**src/rtl/seq_detect_pkg.sv**
```systemverilog
// Shared constants, FSM state type and length clamp for the serial pattern detector.
package seq_detect_pkg;

  // Reset-time defaults for the 8-bit-window build.
  localparam int unsigned DEF_PAT_W   = 8;
  localparam logic [7:0]  DEF_PAT_8B  = 8'b0001_1011;
  localparam int unsigned DEF_LEN_8B  = 5;
  localparam bit          DEF_OVL_8B  = 1'b1;

  // FILL: collecting the first len bits; ARMED: window holds at least len valid bits.
  typedef enum logic {
    ST_FILL  = 1'b0,
    ST_ARMED = 1'b1
  } fill_st_e;

  // Lengths of 0 or 1 become 1; anything wider than the window becomes the window width.
  function automatic int unsigned clamp_len(input int unsigned len, input int unsigned pat_w);
    if (len < 2) begin
      return 1;
    end
    if (len > pat_w) begin
      return pat_w;
    end
    return len;
  endfunction

endpackage

```
**src/rtl/seq_detect_param_if.sv**
```systemverilog
// Serial data, configuration and result bundle of the pattern detector.
//   master: drives n/n_vld/cfg_*/cnt_clr, observes d/match_cnt/cur_len
//   slave : the detector
interface seq_detect_param_if #(
  parameter int unsigned PAT_W = 8,
  parameter int unsigned CNT_W = 8
);
  localparam int unsigned LEN_W = $clog2(PAT_W + 1);

  logic             n;
  logic             n_vld;
  logic             cfg_load;
  logic [PAT_W-1:0] cfg_pat;
  logic [LEN_W-1:0] cfg_len;
  logic             cfg_ovl;
  logic             cnt_clr;
  logic             d;
  logic [CNT_W-1:0] match_cnt;
  logic [LEN_W-1:0] cur_len;

  modport master (
    output n, n_vld, cfg_load, cfg_pat, cfg_len, cfg_ovl, cnt_clr,
    input  d, match_cnt, cur_len
  );

  modport slave (
    input  n, n_vld, cfg_load, cfg_pat, cfg_len, cfg_ovl, cnt_clr,
    output d, match_cnt, cur_len
  );

endinterface

```
**src/rtl/seq_detect_param_sat_counter.sv**
```systemverilog
// Saturating up-counter with synchronous clear.
//   clk, rst : clock, synchronous active-high reset
//   inc      : add one (held at all-ones once reached)
//   clr      : clear; clr together with inc loads 1
//   cnt      : registered count
module sat_counter #(
  parameter int unsigned W = 8
) (
  input  logic         clk,
  input  logic         rst,
  input  logic         inc,
  input  logic         clr,
  output logic [W-1:0] cnt
);

  logic [W-1:0] cnt_q;

  always_ff @(posedge clk) begin
    if (rst) begin
      cnt_q <= '0;
    end else if (clr) begin
      cnt_q <= inc ? W'(1) : '0;
    end else if (inc && (cnt_q != '1)) begin
      cnt_q <= cnt_q + W'(1);
    end
  end

  assign cnt = cnt_q;

endmodule

```
**src/rtl/seq_detect_param.sv**
```systemverilog
// Runtime-configurable serial pattern detector with Moore detect flag and match counter.
//   clk, rst : clock, synchronous active-high reset
//   bus      : slave side of seq_detect_param_if (serial data in, config, d/match_cnt/cur_len out)
module seq_detect_param
  import seq_detect_pkg::*;
#(
  parameter int unsigned      PAT_W   = 8,
  parameter int unsigned      CNT_W   = 8,
  parameter logic [PAT_W-1:0] DEF_PAT = PAT_W'(DEF_PAT_8B),
  parameter int unsigned      DEF_LEN = DEF_LEN_8B,
  parameter bit               DEF_OVL = DEF_OVL_8B
) (
  input logic              clk,
  input logic              rst,
  seq_detect_param_if.slave bus
);

  localparam int unsigned      LEN_W   = $clog2(PAT_W + 1);
  localparam logic [LEN_W-1:0] RST_LEN = LEN_W'(clamp_len(DEF_LEN, PAT_W));

  logic [PAT_W-1:0] pat_q;
  logic [LEN_W-1:0] len_q;
  logic             ovl_q;
  logic [PAT_W-1:0] win_q;
  logic [LEN_W-1:0] fill_q, fill_d;
  fill_st_e         st_q, st_d;
  logic             d_q, d_d;
  logic [CNT_W-1:0] cnt;

  logic [PAT_W-1:0] shifted_c;
  logic [PAT_W-1:0] mask_c;
  logic             full_c;
  logic             hit_c;

  // Window as it would look after taking in the current bit.
  assign shifted_c = {win_q[PAT_W-2:0], bus.n};

  // Low len_q bits set; computed one bit wider so len_q == PAT_W yields all ones.
  assign mask_c = PAT_W'(((PAT_W + 1)'(1) << len_q) - (PAT_W + 1)'(1));

  // Including the current bit, at least len_q bits have been collected.
  assign full_c = (st_q == ST_ARMED) || ((fill_q + LEN_W'(1)) == len_q);

  // A load in the same cycle discards the data bit, so it can never match.
  assign hit_c = bus.n_vld && !bus.cfg_load && full_c &&
                 (((shifted_c ^ pat_q) & mask_c) == '0);

  // Configuration registers.
  always_ff @(posedge clk) begin
    if (rst) begin
      pat_q <= DEF_PAT;
      len_q <= RST_LEN;
      ovl_q <= DEF_OVL;
    end else if (bus.cfg_load) begin
      pat_q <= bus.cfg_pat;
      len_q <= LEN_W'(clamp_len(32'(bus.cfg_len), PAT_W));
      ovl_q <= bus.cfg_ovl;
    end
  end

  // Sample window.
  always_ff @(posedge clk) begin
    if (rst) begin
      win_q <= '0;
    end else if (bus.cfg_load) begin
      win_q <= '0;
    end else if (bus.n_vld) begin
      win_q <= shifted_c;
    end
  end

  // Fill FSM and detect flag: state register.
  always_ff @(posedge clk) begin
    if (rst) begin
      st_q   <= ST_FILL;
      fill_q <= '0;
      d_q    <= 1'b0;
    end else begin
      st_q   <= st_d;
      fill_q <= fill_d;
      d_q    <= d_d;
    end
  end

  // Fill FSM and detect flag: next state.
  always_comb begin
    st_d   = st_q;
    fill_d = fill_q;
    d_d    = 1'b0;
    if (bus.cfg_load) begin
      st_d   = ST_FILL;
      fill_d = '0;
    end else if (bus.n_vld) begin
      if (hit_c) begin
        d_d = 1'b1;
        if (ovl_q) begin
          st_d   = ST_ARMED;
          fill_d = len_q;
        end else begin
          // Non-overlapping: the next match must be built from fresh bits.
          st_d   = ST_FILL;
          fill_d = '0;
        end
      end else if (full_c) begin
        st_d   = ST_ARMED;
        fill_d = len_q;
      end else begin
        fill_d = fill_q + LEN_W'(1);
      end
    end
  end

  sat_counter #(
    .W (CNT_W)
  ) u_cnt (
    .clk (clk),
    .rst (rst),
    .inc (hit_c),
    .clr (bus.cnt_clr),
    .cnt (cnt)
  );

  assign bus.d         = d_q;
  assign bus.match_cnt = cnt;
  assign bus.cur_len   = len_q;

endmodule

```
**src/flat_wrapper.sv**
```systemverilog
// flat-port wrapper written by rule: the top's interface ports become plain ports
module seq_detect_param_flat import seq_detect_pkg::*;
#(
  parameter int unsigned      PAT_W   = 8,
  parameter int unsigned      CNT_W   = 8,
  parameter logic [PAT_W-1:0] DEF_PAT = PAT_W'(DEF_PAT_8B),
  parameter int unsigned      DEF_LEN = DEF_LEN_8B,
  parameter bit               DEF_OVL = DEF_OVL_8B
)
  (clk, rst, bus_n, bus_n_vld, bus_cfg_load, bus_cfg_pat, bus_cfg_len, bus_cfg_ovl, bus_cnt_clr, bus_d, bus_match_cnt, bus_cur_len);
  seq_detect_param_if #(.PAT_W(PAT_W), .CNT_W(CNT_W)) bus_i ();
  input logic clk;
  input logic rst;
  input wire logic [$bits(bus_i.n)-1:0] bus_n;
  input wire logic [$bits(bus_i.n_vld)-1:0] bus_n_vld;
  input wire logic [$bits(bus_i.cfg_load)-1:0] bus_cfg_load;
  input wire logic [$bits(bus_i.cfg_pat)-1:0] bus_cfg_pat;
  input wire logic [$bits(bus_i.cfg_len)-1:0] bus_cfg_len;
  input wire logic [$bits(bus_i.cfg_ovl)-1:0] bus_cfg_ovl;
  input wire logic [$bits(bus_i.cnt_clr)-1:0] bus_cnt_clr;
  output wire logic [$bits(bus_i.d)-1:0] bus_d;
  output wire logic [$bits(bus_i.match_cnt)-1:0] bus_match_cnt;
  output wire logic [$bits(bus_i.cur_len)-1:0] bus_cur_len;
  assign bus_i.n = bus_n;
  assign bus_i.n_vld = bus_n_vld;
  assign bus_i.cfg_load = bus_cfg_load;
  assign bus_i.cfg_pat = bus_cfg_pat;
  assign bus_i.cfg_len = bus_cfg_len;
  assign bus_i.cfg_ovl = bus_cfg_ovl;
  assign bus_i.cnt_clr = bus_cnt_clr;
  assign bus_d = bus_i.d;
  assign bus_match_cnt = bus_i.match_cnt;
  assign bus_cur_len = bus_i.cur_len;
  seq_detect_param #(.PAT_W(PAT_W), .CNT_W(CNT_W), .DEF_PAT(DEF_PAT), .DEF_LEN(DEF_LEN), .DEF_OVL(DEF_OVL)) u_core (.clk(clk), .rst(rst), .bus(bus_i));
endmodule
```
**config.mk**
```make
export PLATFORM = sky130hd
export DESIGN_NAME = seq_detect_param_flat
export DESIGN_NICKNAME = d
export VERILOG_FILES = /design/src/rtl/seq_detect_pkg.sv /design/src/rtl/seq_detect_param_if.sv /design/src/rtl/seq_detect_param_sat_counter.sv /design/src/rtl/seq_detect_param.sv /design/src/flat_wrapper.sv
export SDC_FILE = /design/constraint.sdc
export NUM_CORES = 1
export LEC_CHECK = 0
export CAP_MARGIN = 20
export CORE_ASPECT_RATIO = 1.4
export CORE_MARGIN = 10
export CORE_UTILIZATION = 45
export CTS_BUF_LIST = sky130_fd_sc_hd__clkbuf_16
export CTS_CLUSTER_DIAMETER = 120
export DETAILED_ROUTE_END_ITERATION = 10
export PLACE_DENSITY = 0.79
export REMOVE_ABC_BUFFERS = 1
export SLEW_MARGIN = 10
export SYNTH_ARGS = -nofsm -noshare
export SYNTH_HDL_FRONTEND = slang
export SYNTH_SLANG_ARGS = --single-unit
```
**constraint.sdc**
```tcl
create_clock -name clk -period 3.61 [get_ports clk]
set_clock_uncertainty 0.1 [all_clocks]
set_input_delay 0.9025 -clock clk [delete_from_list [all_inputs] [get_ports clk]]
set_output_delay 0.9025 -clock clk [all_outputs]
set_load 0.02 [all_outputs]
```
==> results by group, run 1 <==
Timing
  • RSZ-0062 raised after global routing: no
  • Max-slew headroom: 70.5%
  • Maximum clock frequency: 338 MHz
  • Setup-failing EPs final: 0
  • Fin crit share: 81.9%
  • Minimum clock period: 2.96 ns
  • Worst Tran Pin Value: 0.442 ns
  • Setup TNS: 0 ns
  • Slew Limit Fails: 0
  • Hold Fails Final Rpt: 0

Route
  • DRC: 0
  • Routed vias: 1623
  • Post-DRT Antenna Nets: 0
  • Met3 routed WL: 158 um
  • Per-cell routed wire length: 15.0 um
  • Routed wire length: 4.24 mm
  • Max Used Layer: met4
  • Number of DRC markers in iteration 0: 68
  • Vias per cell: 5.73
  • DR WL met2: 2.21 mm
  • Drt pass-1 iters: 4
  • M1 wire length: 1.77 mm

Run
  • Max cap viols: 0

Place
  • Routability cong.: 0.871
  • Post-DP HPWL: 3.15 mm
  • Count of input and output buffers: 31

Status
  • Status: completed

Logic synthesis
  • Ys flop type: dfxtp_1
  • Most common cell in the netlist: dfxtp_1
  • Ys Warns: 0
  • Post-synth EDFFs: 0
  • Synth area leader: dfxtp_1
  • Synth top cells by count: dfxtp_1 (34), nor2_1 (25), mux2i_1 (19), nand2_1 (16), xnor2_1 (11)
  • Compound-Gate Fraction of Synth Area: 16.9%
  • Post-Synthesis Cells: 209
  • Largest family of logic cells by synthesized area: simple AND/OR/NAND/NOR gates
  • Synth cell types: 45
  • Syn Area/Cell: 8.73 um2
  • Async SR Flop Fraction: 0%
  • Largest cells by area after synthesis: dfxtp_1 (37%), mux2i_1 (10%), xnor2_1 (5.3%), nor2_1 (5.1%), nand2_1 (3.3%)
  • Register bit total from synthesis: 34
  • Post-Syn Area: 1830 um2
  • XOR/XNOR share of the synthesized area: 7.68%
  • Area share of the largest cell type after synthesis: 37.3%
  • Adder-cell share of the synthesized area: 2.06%
  • Mux contribution to synthesized area: 11.0%
  • Post-Synth Simple-Gate Area: 20.4%
  • Sequential area share after synthesis: 37.3%

Clocking
  • Hold buffer count at CTS: 0
  • Worst-path clk slew: 0.05 ns
  • Post-CTS Setup Repair Bufs: 0
  • Max Buffers Root-to-Sink: 2
  • Post-CTS sizing: 0
  • CTS tree: done
  • Clock Root Buffer: clkbuf_16
  • CTS Buf Count: 5
  • H-tree level count: 2
  • Clk_lat worst skew: 0.27 ns
  • Clk sinks: 34

Floorplanning
  • Top Ports: 32
  • Die Y: 95.4 um
  • FP Rows: 27
  • Die footprint: 7040 um2
  • Core ar.: 3920 um2
  • Initial Utilization: 46.6%
  • Die X: 73.8 um

Global routing
  • Overall routing resource usage: 13.0%
  • Largest net degree at the start of global routing: 18
  • Total grt overflow: 0
  • First-pass GRT wire length: 7.36 mm
  • Vias in the first global route: 1562
  • Antenna violations before repair: 0

Hold path
  • Worst hold path startpoint: u_core.u_cnt.cnt[1]
  • Path type of the worst min-delay path: reg2reg
  • WHS Endpoint: u_core.u_cnt.cnt[1]
  • Worst hold path cell count: 2

Final layout
  • Layout cell share with drive strength beyond 1: 7.92%
  • Fillers: 341
  • Final #Nets: 263
  • Ant diodes: 0
  • Finished Core Util: 58.9%
  • FF/Latch Area: 681 um2
  • Area delta synth->final: 26.4%
  • Multi-input gate area: 1060 um2

Power and ir drop
  • Pwr dens: 398 nW/um2
  • Leak Pwr: 0.840 nW
  • Max VDD drop: 0.282 mV

Worst setup path
  • CP max FO: 10
  • CP required: 3.72 ns
  • CP Launch Point: bus_cfg_load
  • Crit. End Element: flip-flop
  • Worst r2r src: u_core.bus.cur_len[1]
  • R2r setup slk: 0.69 ns
  • CP Class: in2reg
  • Critical path arrival: 3.07 ns
  • Reg2Reg Depth: 10
  • R2R Path End: u_core.u_cnt.cnt[3]
  • Worst Setup Start Kind: input pin
==> report_power, final <==
part	leakage, nW	internal, mW	switching (mW)	total [mW]
sequential	0.277	0.388	0.0130	0.401
combinational	0.499	0.0639	0.0651	0.129
clock	0.0632	0.245	0.143	0.387
total	0.840	0.696	0.221	0.917
==> final cells by class <==
cell class	instances	share of cell area, %
flip-flops and latches	34	29.5
clock inverters	1	0.163
inverters	8	1.30
repair buffers	37	15.4
well taps	43	2.33
clock buffers	5	5.42
multi-input cells	155	45.9
==> registers in the layout, indices dropped and copies added, names as in the netlist <==
register,count
u_core.fill_q,4
u_core.bus.d,1
u_core.win_q,7
u_core.st_q,1
u_core.bus.cur_len,4
u_core.u_cnt.cnt,8
u_core.pat_q,8
u_core.ovl_q,1
==> cell usage in the layout, fill, tap and decap left out, drive strengths merged, types with 7 or more instances in the layout <==
cell           count
nand2             16
o21ai              9
clkdlybuf4s50     31
or4                7
dfxtp             34
nor2              27
a21oi              8
xnor2             11
mux2i             19
inv                8
==> critical path, stage by stage <==
cell and delay, ns:
clkdlybuf4s50_1 0.42, inv_1 0.18, o211ai_1 0.14, a221oi_2 0.18, nand4b_1 0.31, buf_4 0.28
or4_1 0.50, a21oi_1 0.14
==> through the flow <==
step,worst slack [ns],cell area [um2],hold slack [ns],cells,total power [mW]
2_1_floorplan,0.731,1770,0.362,197,0.479
3_3_place_gp,0.453,2180,0.382,277,0.535
3_5_place_dp,0.396,2180,0.388,277,0.537
4_1_cts,0.672,2310,0.398,283,0.923
5_1_grt,0.393,2310,0.428,283,0.951
6_report,0.653,2310,0.390,283,0.917
==> how the worst max path moves through the flow <==
stage / end / slack (ns) / cells after the start
2_1_floorplan: u_core.u_cnt.cnt[7] / 0.73 / 9
3_3_place_gp: u_core.u_cnt.cnt[3] / 0.45 / 8
3_5_place_dp: u_core.u_cnt.cnt[3] / 0.40 / 8
4_1_cts: u_core.u_cnt.cnt[3] / 0.67 / 8
5_1_grt: u_core.u_cnt.cnt[6] / 0.39 / 10
6_report: u_core.u_cnt.cnt[3] / 0.65 / 8
==> routing by layer <==
layer | global-route usage (%) | vias up
met5 | 0 | -
li1 | - | 808
met3 | 3.64 | 8
met2 | 21.9 | 25
met4 | 6.39 | 0
met1 | 14.4 | 782
==> logic make-up (layout without fill, tap and decap cells) <==
logic type      Yosys count  count (layout)
compound gates           42              42
xor+xnor                 16              16
fa+ha+maj                 3               3
simple gates             74              74
flops                    34              34
mux                      20              20
buf+inv                  20              51
Power figures use the tool's default switching activity.
==> run 2, diff against run 1 <==
- PLACE_DENSITY: 0.79 -> 0.82
- clock period: 3.61 -> 2.5 ns (I/O delays scaled with it)
==> run 2 against run 1 <==
The run now ends with setup timing left; die area stayed put; via count rose by 7.5%; sequential cell count is the same; critical path type is now reg2reg; highest routed layer unchanged.
==> results by group, run 2 (synthesized netlist as in run 1, its figures left out) <==
Status
  • Status: complete, but fails checks
  • Failing checks: setup timing

Route
  • Post-DRT Antenna Nets: 0
  • Vias per cell: 5.63
  • Max Used Layer: met4
  • Met3 routed WL: 187 um
  • Number of DRC markers in iteration 0: 111
  • Per-cell routed wire length: 16.1 um
  • DR WL met2: 2.66 mm
  • Routed vias: 1744
  • Routed wire length: 5.00 mm
  • Drt pass-1 iters: 4
  • M1 wire length: 2.04 mm
  • DRC: 0

Worst setup path
  • R2r setup slk: -0.06 ns
  • Worst r2r src: u_core.bus.cur_len[1]
  • R2R Path End: u_core.u_cnt.cnt[7]
  • CP Class: reg2reg
  • CP max FO: 5
  • Crit. End Element: flip-flop
  • Reg2Reg Depth: 12
  • End of the critical path: u_core.u_cnt.cnt[7]
  • CP Launch Point: u_core.bus.cur_len[1]
  • Critical path arrival: 2.65 ns
  • Worst Setup Start Kind: flip-flop
  • CP required: 2.59 ns

Final layout
  • Most frequent cells in the layout: dfxtp_1 (32), clkdlybuf4s50_1 (30), buf_4 (26)
  • Final #Nets: 288
  • Layout cell share with drive strength beyond 1: 22.1%
  • Most common cell after layout, fill and taps aside: dfxtp_1
  • Ant diodes: 0
  • Area delta synth->final: 43.8%

Floorplanning
  • Core ar.: 3920 um2
  • Die X: 73.8 um
  • Initial Utilization: 46.6%
  • FP Rows: 27
  • Die footprint: 7040 um2
  • Top Ports: 32
  • Die Y: 95.4 um

Place
  • Post-DP HPWL: 3.43 mm
  • Routability cong.: 0.793
  • Count of input and output buffers: 31
  • Pre-CTS WS: -0.237 ns

Global routing
  • Overall routing resource usage: 14.4%
  • Antenna violations before repair: 0
  • First-pass GRT wire length: 8.11 mm
  • Total grt overflow: 0
  • Vias in the first global route: 1714
  • Largest net degree at the start of global routing: 18

Clocking
  • CTS Buf Count: 5
  • Clk_lat worst skew: 0.28 ns
  • Max Buffers Root-to-Sink: 2
  • Clk sinks: 34
  • H-tree level count: 2
  • CTS tree: done
  • Worst-path clk slew: 0.05 ns
  • Clock Root Buffer: clkbuf_16
  • Hold buffer count at CTS: 0

Timing
  • RSZ-0062 raised after global routing: yes
  • Minimum clock period: 2.56 ns
  • Setup TNS: -0.0988 ns
  • Hold Fails Final Rpt: 0
  • Fin crit share: 102%
  • Max-slew headroom: 73.0%
  • Worst Tran Pin Value: 0.402 ns
  • Maximum clock frequency: 391 MHz
  • Slew Limit Fails: 0
  • Setup-failing EPs final: 2
  • Final worst slack: -0.0606 ns

Power and ir drop
  • Leak Pwr: 0.997 nW
  • Pwr dens: 530 nW/um2
  • Tot Pwr: 1.39 mW
  • Max VDD drop: 0.464 mV

Hold path
  • Worst hold path cell count: 2
  • Path type of the worst min-delay path: reg2reg

Run
  • Max cap viols: 0
## run 2: changes by cell type in the layout (fill, tap and decap cells not counted), moves of 2 or more
cell / change
dfxtp_2: +2
nor2_4: +2
dfxtp_1: -2
buf_4: +20
nor4b_1: -2
buf_6: +5
## run 2: worst min path at each step
stage | from | to | slack, ns
after floorplan | u_core.pat_q[0] | u_core.pat_q[0] | 0.36
after global placement | u_core.pat_q[1] | u_core.pat_q[1] | 0.38
after detailed placement | u_core.u_cnt.cnt[1] | u_core.u_cnt.cnt[1] | 0.39
after CTS | u_core.u_cnt.cnt[1] | u_core.u_cnt.cnt[1] | 0.40
after global routing | u_core.pat_q[0] | u_core.pat_q[0] | 0.43
final | u_core.pat_q[0] | u_core.pat_q[0] | 0.40
## run 2: routing by layer
layer	track usage, %	vias to the layer above
met2	26.0	41
met3	2.91	8
met1	15.6	836
met4	6.54	0
li1	-	859
met5	0	-
## run 2: layout make-up
cell class	count	area [um2]
Inverter	8	30.0
Tap cell	43	53.8
Fill cell	280	1290
Multi-Input combinational cell	155	1160
Timing Repair Buffer	62	561
Clock inverter	3	12.5
Sequential cell	34	683
Clock buffer	5	125
## run 2: critical path, stage by stage, from the launching register on
cell and delay, ns:
dfxtp_2 0.33, nor2_4 0.14, nand3b_1 0.14, ha_4 0.21, nor4b_4 0.27, a31oi_1 0.06, a221o_1 0.33, nand4b_1 0.21
buf_6 0.16, buf_6 0.10, nor2_4 0.03, buf_6 0.12, a221oi_4 0.27
## run 2: timing repair
item	CTS	global route
resized for setup	9	17
setup endpoints to repair	8	12
cloned	1	0
pin swaps	5	20
buffers inserted	4	3
hold endpoints to repair	0	0
## run 2: report_power, final
group / switching, mW / leakage, nW / internal (mW)
sequential: 0.0153 / 0.278 / 0.560
combinational: 0.119 / 0.647 / 0.124
clock: 0.212 / 0.0724 / 0.359
total: 0.347 / 0.997 / 1.04
## run 2: metrics by stage
step	hold slack, ns	cells	area (um2)	util, %
final	0.396	310	2630	67.0
after global routing	0.431	310	2630	67.0
after CTS	0.398	308	2520	64.2
after detailed placement	0.389	295	2310	59.0
after global placement	0.375	295	2310	59.0
after floorplan	0.362	197	1770	-
==> run 3, diff against run 2 <==
- CORE_MARGIN: 10 -> 5
==> run 3 against run 2 <==
The run now ends clean; count of clock-buffer cells in the layout unchanged; wire length decreased by 7.2%; combinational power is 7% lower; critical path depth unchanged; design area shrank 0.76%; register-to-register slack improved by 0.099 ns; worst hold slack about the same; sequential share of layout area is 0.20 points higher; worst setup slack better by 0.099 ns; largest cell class unchanged.
==> results by group, run 3 (synthesized netlist as in run 1, its figures left out) <==
Timing
  • Final worst slack: 0.0380 ns
  • Maximum clock frequency: 406 MHz
  • Minimum clock period: 2.46 ns
  • RSZ-0062 raised after global routing: yes
  • Worst hold slack: 0.396 ns
  • Slew Limit Fails: 0
  • Fin crit share: 98.5%
  • Max-slew headroom: 79.7%
  • Hold Fails Final Rpt: 0
  • Setup-failing EPs final: 0
  • Worst Tran Pin Value: 0.303 ns

Final layout
  • Area delta synth->final: 42.7%
  • Ant diodes: 0
  • Most frequent cells in the layout: dfxtp_1 (32), clkdlybuf4s50_1 (31), nor2_1 (25)
  • Fillers: 283
  • Most common cell after layout, fill and taps aside: dfxtp_1
  • Layout cell share with drive strength beyond 1: 22.9%
  • Final #Nets: 279
  • Design Area, Final: 2610 um2
  • Finished Core Util: 66.5%

Clocking
  • Clk_lat worst skew: 0.28 ns
  • Max Buffers Root-to-Sink: 2
  • CTS tree: done
  • Clk sinks: 34
  • Clock Root Buffer: clkbuf_16
  • H-tree level count: 2
  • CTS Buf Count: 5
  • Worst-path clk slew: 0.05 ns

Route
  • Post-DRT Antenna Nets: 0
  • Number of DRC markers in iteration 0: 70
  • Routed vias: 1692
  • Vias per cell: 5.62
  • Drt pass-1 iters: 4
  • Routed wire length: 4.64 mm
  • DRC: 0
  • Per-cell routed wire length: 15.4 um

Hold path
  • Path type of the worst min-delay path: reg2reg

Global routing
  • First-pass GRT wire length: 7.41 mm
  • Vias in the first global route: 1651
  • GRT Max-Usage Layer: met2
  • Grt met3 use: 3.31%
  • Largest net degree at the start of global routing: 18
  • Overall routing resource usage: 17.0%
  • Met1 GRT Util: 18.1%
  • Total grt overflow: 0
  • Antenna violations before repair: 0
  • M2 GR Usage: 31.6%

Place
  • Post-DP Area: 2300 um2
  • Count of input and output buffers: 31
  • Pre-CTS WS: -0.351 ns
  • Post-DP HPWL: 3.20 mm
  • Routability cong.: 0.796

Power and ir drop
  • Max VDD drop: 0.559 mV
  • Pwr dens: 611 nW/um2
  • Tot Pwr: 1.59 mW
  • Leak Pwr: 0.962 nW

Worst setup path
  • Critical path arrival: 2.56 ns
  • CP required: 2.60 ns
  • Worst Setup Start Kind: flip-flop
  • CP max FO: 7
  • Crit. End Element: flip-flop
  • CP Class: reg2reg

Floorplanning
  • Core ar.: 3920 um2
  • Top Ports: 32
  • Die footprint: 5450 um2
  • Die X: 63.8 um
  • FP Rows: 27
  • Initial Utilization: 46.6%
  • Die Y: 85.4 um

Status
  • Status: completed

Run
  • Max cap viols: 0
[run 3: area by class of cell]
class                           count  area [um2]  share of cell area (%)
Multi-Input combinational cell    155        1160                    44.4
Sequential cell                    34         683                    26.2
Clock buffer                        5         125                    4.80
Timing Repair Buffer               53         492                    18.9
Tap cell                           43        53.8                    2.07
Inverter                            8        30.0                    1.15
Clock inverter                      3        63.8                    2.45
[run 3: final timing paths]
kind / start / end / slack [ns] / cells past startpoint
worst max register to register: u_core.bus.cur_len[1] / u_core.fill_q[2] / 0.04 / 12
worst min-delay path: u_core.pat_q[3] / u_core.pat_q[3] / 0.40 / 2
worst min register to register: u_core.pat_q[3] / u_core.pat_q[3] / 0.40 / 2
worst max-delay path: u_core.bus.cur_len[1] / u_core.fill_q[2] / 0.04 / 12
[run 3: where the power goes]
group	internal [mW]	switching, mW	leakage [nW]
Clock	0.567	0.220	0.0915
Combinational	0.115	0.113	0.593
Sequential	0.560	0.0161	0.278
Total	1.24	0.349	0.962
[run 3: what timing repair did]
action | CTS | global route
hold buffers | 0 | 0
setup buffers | 2 | 0
resized for setup | 7 | 18
endpoints found under the setup margin | 6 | 11
pin swaps | 3 | 17
[run 3: metal layers]
layer	part of all wire, %	wire, um
met1	40	1860
met2	55	2560
met3	3.1	145
met4	1.6	73
met5	0	0
[run 3: critical path: stages, from the launching register on]
cell      delay (ns)
dfxtp_2         0.33
nor2_4          0.14
nand3b_1        0.15
ha_4            0.22
nor4b_2         0.23
a31oi_1         0.07
a221o_1         0.30
nand4b_1        0.23
buf_4           0.17
buf_4           0.11
buf_4           0.10
o21bai_1        0.07
a31oi_1         0.17
[run 3: stage by stage]
step / TNS [ns] / instances
after CTS: 0 / 301
final: 0 / 301
after floorplan: -2.31 / 197
after detailed placement: -2.26 / 291
after global placement: -1.51 / 291
after global routing: -0.247 / 301
